<file path="src/rtl/final_fifo_link_endpoint_pkg.sv">
// ---------------------------------------------------------------------------
// final_fifo_link_endpoint_pkg: derived link sizes and TX state type.
// Rev 1.0
// ---------------------------------------------------------------------------
`default_nettype none

package final_fifo_link_endpoint_pkg;

  function automatic int final_fifo_width(input int dist_x, input int dist_z);
    int rounds;
    int addr_w;
    rounds = (dist_x > dist_z) ? dist_x : dist_z;
    addr_w = 3 * $clog2(rounds);
    return addr_w + 3 + $clog2(rounds * dist_z + 1);
  endfunction

  function automatic int num_flits(input int msg_w, input int link_w);
    return (msg_w + link_w - 1) / link_w;
  endfunction

  function automatic int credit_cnt_width(input int credits);
    return $clog2(credits + 1);
  endfunction

  localparam int FINAL_FIFO_WIDTH = final_fifo_width(5, 4);
  localparam int NUM_FLITS        = num_flits(FINAL_FIFO_WIDTH, 8);
  localparam int CREDIT_CNT_WIDTH = credit_cnt_width(4);

  typedef enum logic [0:0] {
    TX_IDLE = 1'b0,
    TX_SEND = 1'b1
  } tx_state_e;

endpackage

`default_nettype wire

</file>
<file path="src/rtl/final_fifo_link_endpoint_rx_fifo.sv">
// ---------------------------------------------------------------------------
// link_rx_fifo: synchronous FIFO holding reassembled messages awaiting pop.
// Rev 1.0
// ---------------------------------------------------------------------------
`default_nettype none

module link_rx_fifo #(
  parameter int DEPTH = 4,
  parameter int WIDTH = 17
) (
  input  logic             clk,
  input  logic             reset,
  input  logic             push_i,
  input  logic [WIDTH-1:0] push_data_i,
  input  logic             pop_i,
  output logic [WIDTH-1:0] pop_data_o,
  output logic             full_o,
  output logic             empty_o
);
  localparam int AW = (DEPTH > 1) ? $clog2(DEPTH) : 1;
  localparam int CW = $clog2(DEPTH + 1);

  logic [WIDTH-1:0] mem_q [DEPTH];
  logic [AW-1:0]    wr_q, rd_q;
  logic [CW-1:0]    cnt_q;
  logic             push_ok, pop_ok;

  assign empty_o    = (cnt_q == '0);
  assign full_o     = (cnt_q == CW'(DEPTH));
  assign push_ok    = push_i && !full_o;
  assign pop_ok     = pop_i && !empty_o;
  assign pop_data_o = empty_o ? '0 : mem_q[rd_q];

  always_ff @(posedge clk) begin
    if (push_ok) begin
      mem_q[wr_q] <= push_data_i;
    end
  end

  always_ff @(posedge clk) begin
    if (!reset) begin
      wr_q  <= '0;
      rd_q  <= '0;
      cnt_q <= '0;
    end else begin
      if (push_ok) begin
        wr_q <= (wr_q == AW'(DEPTH - 1)) ? '0 : wr_q + AW'(1);
      end
      if (pop_ok) begin
        rd_q <= (rd_q == AW'(DEPTH - 1)) ? '0 : rd_q + AW'(1);
      end
      if (push_ok && !pop_ok) begin
        cnt_q <= cnt_q + CW'(1);
      end else if (!push_ok && pop_ok) begin
        cnt_q <= cnt_q - CW'(1);
      end
    end
  end

endmodule

`default_nettype wire

</file>
<file path="src/rtl/final_fifo_link_endpoint.sv">
// ---------------------------------------------------------------------------
// final_fifo_link_endpoint: credit-based message serializer/reassembler link.
// Rev 1.0
// ---------------------------------------------------------------------------
`default_nettype none

module final_fifo_link_endpoint
  import final_fifo_link_endpoint_pkg::*;
#(
  parameter int  CODE_DISTANCE_X = 5,
  parameter int  CODE_DISTANCE_Z = 4,
  parameter int  LINK_WIDTH      = 8,
  parameter int  CREDITS         = 4,
  localparam int FF_W            = final_fifo_width(CODE_DISTANCE_X, CODE_DISTANCE_Z)
) (
  input  logic                  clk,
  input  logic                  reset,
  input  logic [FF_W-1:0]       final_fifo_out_data,
  input  logic                  final_fifo_out_valid,
  output logic                  final_fifo_out_ready,
  output logic [FF_W-1:0]       final_fifo_in_data,
  output logic                  final_fifo_in_valid,
  input  logic                  final_fifo_in_ready,
  input  logic                  has_message_flying_local,
  input  logic                  has_odd_clusters_local,
  output logic                  has_message_flying_otherside,
  output logic                  has_odd_clusters_otherside,
  output logic [LINK_WIDTH-1:0] tx_flit,
  output logic                  tx_flit_valid,
  output logic                  tx_flit_last,
  output logic                  tx_credit,
  output logic [1:0]            tx_status,
  input  logic [LINK_WIDTH-1:0] rx_flit,
  input  logic                  rx_flit_valid,
  input  logic                  rx_flit_last,
  input  logic                  rx_credit,
  input  logic [1:0]            rx_status,
  output logic                  link_error
);
  localparam int NF    = num_flits(FF_W, LINK_WIDTH);
  localparam int MSG_W = NF * LINK_WIDTH;
  localparam int IDX_W = (NF > 1) ? $clog2(NF) : 1;
  localparam int CCW   = credit_cnt_width(CREDITS);

  tx_state_e        state_q, state_d;
  logic [MSG_W-1:0] msg_q, msg_d;
  logic [IDX_W-1:0] idx_q, idx_d;
  logic [CCW-1:0]   credit_q, credit_d;
  logic [IDX_W-1:0] rx_count_q, rx_count_d;
  logic [MSG_W-1:0] asm_q, asm_d;
  logic             link_error_q, link_error_d;
  logic             tx_credit_q;
  logic [1:0]       tx_status_q, rx_status_q;

  logic             accept, credit_err, rx_frame_err, rx_push_req;
  logic             fifo_push, fifo_pop, fifo_full, fifo_empty;
  logic [MSG_W-1:0] rx_shift;

  // Ready is forced low while reset is held so nothing is offered before init.
  assign final_fifo_out_ready = reset && (state_q == TX_IDLE) && (credit_q != '0);
  assign accept               = final_fifo_out_valid && final_fifo_out_ready;

  assign tx_flit_valid = (state_q == TX_SEND);
  assign tx_flit       = tx_flit_valid ? msg_q[LINK_WIDTH-1:0] : '0;
  assign tx_flit_last  = tx_flit_valid && (idx_q == IDX_W'(NF - 1));

  always_comb begin
    state_d    = state_q;
    msg_d      = msg_q;
    idx_d      = idx_q;
    credit_d   = credit_q;
    credit_err = 1'b0;
    case (state_q)
      TX_IDLE: begin
        if (accept) begin
          msg_d   = MSG_W'(final_fifo_out_data);
          idx_d   = '0;
          state_d = TX_SEND;
        end
      end
      TX_SEND: begin
        msg_d = msg_q >> LINK_WIDTH;
        if (idx_q == IDX_W'(NF - 1)) begin
          state_d = TX_IDLE;
        end else begin
          idx_d = idx_q + IDX_W'(1);
        end
      end
      default: state_d = TX_IDLE;
    endcase
    if (rx_credit && !accept) begin
      if (credit_q == CCW'(CREDITS)) begin
        credit_err = 1'b1;
      end else begin
        credit_d = credit_q + CCW'(1);
      end
    end else if (!rx_credit && accept) begin
      credit_d = credit_q - CCW'(1);
    end
  end

  // Flits enter at the top and shift down, so the first flit ends up in the LSBs.
  assign rx_shift = MSG_W'({rx_flit, asm_q} >> LINK_WIDTH);

  always_comb begin
    rx_count_d   = rx_count_q;
    asm_d        = asm_q;
    rx_push_req  = 1'b0;
    rx_frame_err = 1'b0;
    if (rx_flit_valid) begin
      if (rx_flit_last) begin
        rx_count_d = '0;
        if (rx_count_q == IDX_W'(NF - 1)) begin
          rx_push_req = 1'b1;
        end else begin
          rx_frame_err = 1'b1;
        end
      end else if (rx_count_q == IDX_W'(NF - 1)) begin
        rx_count_d   = '0;
        rx_frame_err = 1'b1;
      end else begin
        asm_d      = rx_shift;
        rx_count_d = rx_count_q + IDX_W'(1);
      end
    end
    link_error_d = link_error_q | credit_err | rx_frame_err | (rx_push_req && fifo_full);
  end

  assign fifo_push = rx_push_req && !fifo_full;
  assign fifo_pop  = !fifo_empty && final_fifo_in_ready;

  link_rx_fifo #(
    .DEPTH (CREDITS),
    .WIDTH (FF_W)
  ) u_rx_fifo (
    .clk         (clk),
    .reset       (reset),
    .push_i      (fifo_push),
    .push_data_i (FF_W'(rx_shift)),
    .pop_i       (fifo_pop),
    .pop_data_o  (final_fifo_in_data),
    .full_o      (fifo_full),
    .empty_o     (fifo_empty)
  );

  always_ff @(posedge clk) begin
    if (!reset) begin
      state_q      <= TX_IDLE;
      msg_q        <= '0;
      idx_q        <= '0;
      credit_q     <= CCW'(CREDITS);
      rx_count_q   <= '0;
      asm_q        <= '0;
      link_error_q <= 1'b0;
      tx_credit_q  <= 1'b0;
      tx_status_q  <= '0;
      rx_status_q  <= '0;
    end else begin
      state_q      <= state_d;
      msg_q        <= msg_d;
      idx_q        <= idx_d;
      credit_q     <= credit_d;
      rx_count_q   <= rx_count_d;
      asm_q        <= asm_d;
      link_error_q <= link_error_d;
      tx_credit_q  <= fifo_pop;
      tx_status_q  <= {has_odd_clusters_local, has_message_flying_local};
      rx_status_q  <= rx_status;
    end
  end

  assign final_fifo_in_valid          = !fifo_empty;
  assign tx_credit                    = tx_credit_q;
  assign tx_status                    = tx_status_q;
  assign link_error                   = link_error_q;
  assign has_odd_clusters_otherside   = rx_status_q[1];
  assign has_message_flying_otherside = rx_status_q[0] | (state_q == TX_SEND) | !fifo_empty
                                      | (rx_count_q != '0) | (credit_q != CCW'(CREDITS));

endmodule

`default_nettype wire

</file>
<file path="config.mk">
export PLATFORM = sky130hd
export DESIGN_NAME = final_fifo_link_endpoint
export DESIGN_NICKNAME = d
export VERILOG_FILES = /design/src/rtl/final_fifo_link_endpoint_pkg.sv /design/src/rtl/final_fifo_link_endpoint_rx_fifo.sv /design/src/rtl/final_fifo_link_endpoint.sv
export SDC_FILE = /design/constraint.sdc
export NUM_CORES = 1
export LEC_CHECK = 0
export CORE_MARGIN = 2
export CORE_UTILIZATION = 44
export DETAILED_ROUTE_END_ITERATION = 8
export DONT_BUFFER_PORTS = 1
export SYNTH_ARGS = -nofsm -noshare
export SYNTH_HDL_FRONTEND = slang
export SYNTH_SLANG_ARGS = --single-unit
export TNS_END_PERCENT = 100
</file>
<file path="constraint.sdc">
create_clock -name clk -period 2.9 [get_ports clk]
set_clock_uncertainty 0.05 [all_clocks]
set_input_delay 0.145 -clock clk [delete_from_list [all_inputs] [get_ports clk]]
set_output_delay 0.145 -clock clk [all_outputs]
set_load 0.01 [all_outputs]
</file>
==> flow_metrics.py <==
metrics = {
    "outcome": {
        "status": "finished clean",
    },
    "global_route": {
        "grt_max_degree": 33,
        "grt_util_all_layers_pct": 17.73,
        "grt_pass1_wl_mm": 15.75,
        "antenna_found_initial": 0,
        "grt-ovfl-total": 0,
        "grt_pass1_vias": 3148,
    },
    "drt": {
        "drt-initial-drc-count": 141,
        "wl_per_cell_um": 16.57,
        "via_per_inst": 5.215,
        "wl_mm": 9.646,
        "ant_nets": 0,
        "vias": 3035,
        "drc": 0,
        "firstDrtPassIters": 4,
    },
    "logic_synthesis": {
        "ys_seq_area_share_pct": 63.85,
        "synth-main-ff-cell": "edfxtp_1",
        "synth.cell_area_um2": 4954,
        "synth_cell_types": 37,
        "yosysWarnings": 0,
        "syn_area_per_cell_um2": 12.73,
        "synth_seq_cells": 124,
        "synth_edf_count": 68,
        "async_flop_share_pct": 0,
        "synth.net_count": 436,
        "syn-instance-count": 389,
    },
    "power_and_ir_drop": {
        "p_int_w": 0.003636,
        "ir_drop_mv": 0.4163,
        "p_clk_share_pct": 43.0,
        "seq_power_share_pct": 40.5,
        "power.leakage_nw": 2.138,
        "power_density_nw_per_um2": 817.5,
        "power.total_w": 0.004937,
        "switching_share_pct": 26.36,
        "netSwitchingPower_w": 0.001302,
        "pwr-share-comb_pct": 16.5,
    },
    "job": {
        "drv_cap": 0,
    },
    "cts": {
        "cts_inserted_buffers": 17,
        "path_clk_slew_ps": 60,
        "clock_sinks": 124,
        "cts.repair.resized": 0,
        "post-cts-setup-buffers": 0,
        "cts_max_level": 4,
        "clk_latency_ps": 410,
        "postCtsHoldBufs": 34,
        "cts_max_path_buffers": 2,
        "cts_tree": "done",
        "cts_root_buf": "clkbuf_16",
    },
    "floorplan": {
        "rows": 38,
        "ios": 71,
        "core_area_um2": 10940,
        "die_h_um": 110.1,
        "start_util_pct": 45.30,
        "die-width_um": 110.1,
        "fp.dieArea_um2": 12120,
    },
    "sta": {
        "setup_tns_ps": 0,
        "min_period_over_period_pct": 86.39,
        "setup_viol": 0,
        "drv_slew": 0,
        "relSlewSlack_pct": 38.69,
        "max_freq_mhz": 399.1,
        "fin_crit_ps": 2505,
        "tightest_slew_ps": 918.5,
        "rsz0062_at_grt": "no",
        "hold_viol": 0,
    },
    "worst_setup_path": {
        "rrSetupSlack_ps": 390,
        "worst_setup_path_start_kind": "flip-flop",
        "cp.arrival_ps": 2780,
        "path_max_fanout": 7,
        "crit_path_end_kind": "flip-flop",
        "timing.rr.start": "rx_count_q[0]",
        "r2r_cells": 11,
        "crit_type": "flip-flop to flip-flop",
        "required_ps": 3180,
        "rr_endpoint": "u_rx_fifo.cnt_q[2]",
    },
    "worst_hold_path": {
        "hold_depth": 3,
        "min_from": "rx_credit",
        "min_to": "credit_q[2]",
        "min_path_type": "primary input to flip-flop",
    },
    "layout": {
        "layout-drive-gt1-share_pct": 13.57,
        "antennaDiodeCount": 0,
        "syn2layout_area_growth_pct": 21.92,
        "nNetsFinal": 476,
    },
    "placed_design": {
        "gp_congestion": 0.6854,
        "dp.final_hpwl_mm": 5.808,
        "io_buffers": 0,
    },
}
placed cells by master (no fill, tap or decap), drive strengths merged, types with 2 or more instances in the layout:
| cell type | n |
|---|---|
| o22ai | 2 |
| clkinv | 7 |
| nand2b | 6 |
| a22oi | 9 |
| and2 | 35 |
| dfxtp | 56 |
| ha | 9 |
| clkbuf | 18 |
| bufinv | 3 |
| mux2i | 5 |
| xor2 | 2 |
| nand2 | 61 |
| nand3b | 8 |
| nor3 | 3 |
| a31oi | 2 |
| nor2 | 15 |
| buf | 10 |
| nand3 | 3 |
| or3 | 4 |
| edfxtp | 68 |
| dlygate4sd3 | 34 |
| inv | 12 |
| a21oi | 41 |
| mux4 | 17 |
| nand4b | 2 |
| fa | 2 |
worst max path at each step:
stage          depth (start not counted)                  to     startpoint  slack, ps
6_report                              11  u_rx_fifo.cnt_q[2]  rx_count_q[0]        390
5_1_grt                               11  u_rx_fifo.cnt_q[2]  rx_count_q[0]        250
4_1_cts                               11  u_rx_fifo.cnt_q[2]  rx_count_q[0]        380
3_5_place_dp                          11  u_rx_fifo.cnt_q[2]  rx_count_q[0]        410
3_3_place_gp                          11  u_rx_fifo.cnt_q[2]  rx_count_q[0]        520
2_1_floorplan                         11  u_rx_fifo.cnt_q[2]  rx_count_q[0]        650
Yosys cell counts (3+ instances only):
master / instances / share of area [%]
nor2_1: 15 / 1.1
nand2_1: 61 / 4.6
buf_2: 6 / 0.61
nand2b_1: 6 / 0.76
or3_1: 4 / 0.51
nand3b_1: 8 / 1.2
mux2i_1: 5 / 1.0
mux4_2: 17 / 7.7
ha_1: 9 / 2.3
a21oi_1: 40 / 4.0
a22oi_1: 9 / 1.4
nand3_1: 3 / 0.30
and2_1: 35 / 4.4
dfxtp_1: 56 / 23
inv_1: 8 / 0.61
clkbuf_1: 12 / 0.91
edfxtp_1: 68 / 41
per-layer routing:
metal	wire length (um)	track usage [%]	up-vias	part of all wire (%)
met1	4046	20.85	1470	42
met2	4925	30.06	87	51
met5	0	0	-	0
met3	587	6.584	7	6.1
li1	-	-	1471	-
met4	87	5.893	0	0.90
power by group through the flow:
stage | clock [W] | combinational (W) | sequential [W]
floorplan | 0 | 0.000642 | 0.00201
global placement | 0 | 0.000770 | 0.00203
detailed placement | 0 | 0.000799 | 0.00204
CTS | 0.00216 | 0.000840 | 0.00200
global route | 0.00225 | 0.000919 | 0.00201
finish | 0.00212 | 0.000814 | 0.00200
cell type report:
type | count | area [um^2]
clock buffers | 18 | 429.2
well taps | 140 | 175.2
inverters | 8 | 30.03
multi-input cells | 234 | 1658
flip-flops and latches | 124 | 3163
fillers | 917 | 4896
repair buffers | 44 | 415.4
clock inverters | 14 | 168.9
kinds of logic (layout without fill, tap and decap cells):
group	count (synthesis)	count (layout)	synth area share [%]
simple gates	140	140	14.35
flops	124	124	63.85
xor+xnor	3	3	0.5305
buf+inv	31	84	2.677
compound gates	57	57	6.542
fa+ha+maj	11	11	3.082
mux	23	23	8.967
through the flow:
| step | setup slack [ps] | instance area [um^2] | util, % | std cells | hold WS [ps] |
|---|---|---|---|---|---|
| after floorplan | 647.0 | 4954 | - | 389 | 193.9 |
| after global placement | 519.8 | 5101 | 46.65 | 516 | 194.2 |
| after detailed placement | 410.8 | 5101 | 46.65 | 516 | 194.3 |
| after CTS | 383.5 | 6040 | 55.23 | 582 | 38.07 |
| after global routing | 247.3 | 6040 | 55.23 | 582 | 46.19 |
| final | 394.6 | 6040 | 55.23 | 582 | 42.25 |
critical path, stage by stage, from the launching register on:
cell and delay, ps:
dfxtp_1 330, nand2b_1 160, inv_1 60, ha_1 150, nand2_1 70, a21oi_2 270, ha_1 260, inv_1 70
fa_1 380, xor2_1 160, or3_1 320, a21oi_1 150
flip-flops by register name, summed over array words and instances, names as in the netlist, 2 cells and up, named ones only:
name	count
u_rx_fifo.cnt_q	3
u_rx_fifo.rd_q	2
rx_status_q	2
u_rx_fifo.wr_q	2
tx_status	2
msg_q	17
u_rx_fifo.mem_q	68
credit_q	3
idx_q	2
rx_count_q	2
asm_q	16
Note: power is estimated with default switching activity, not from simulation.
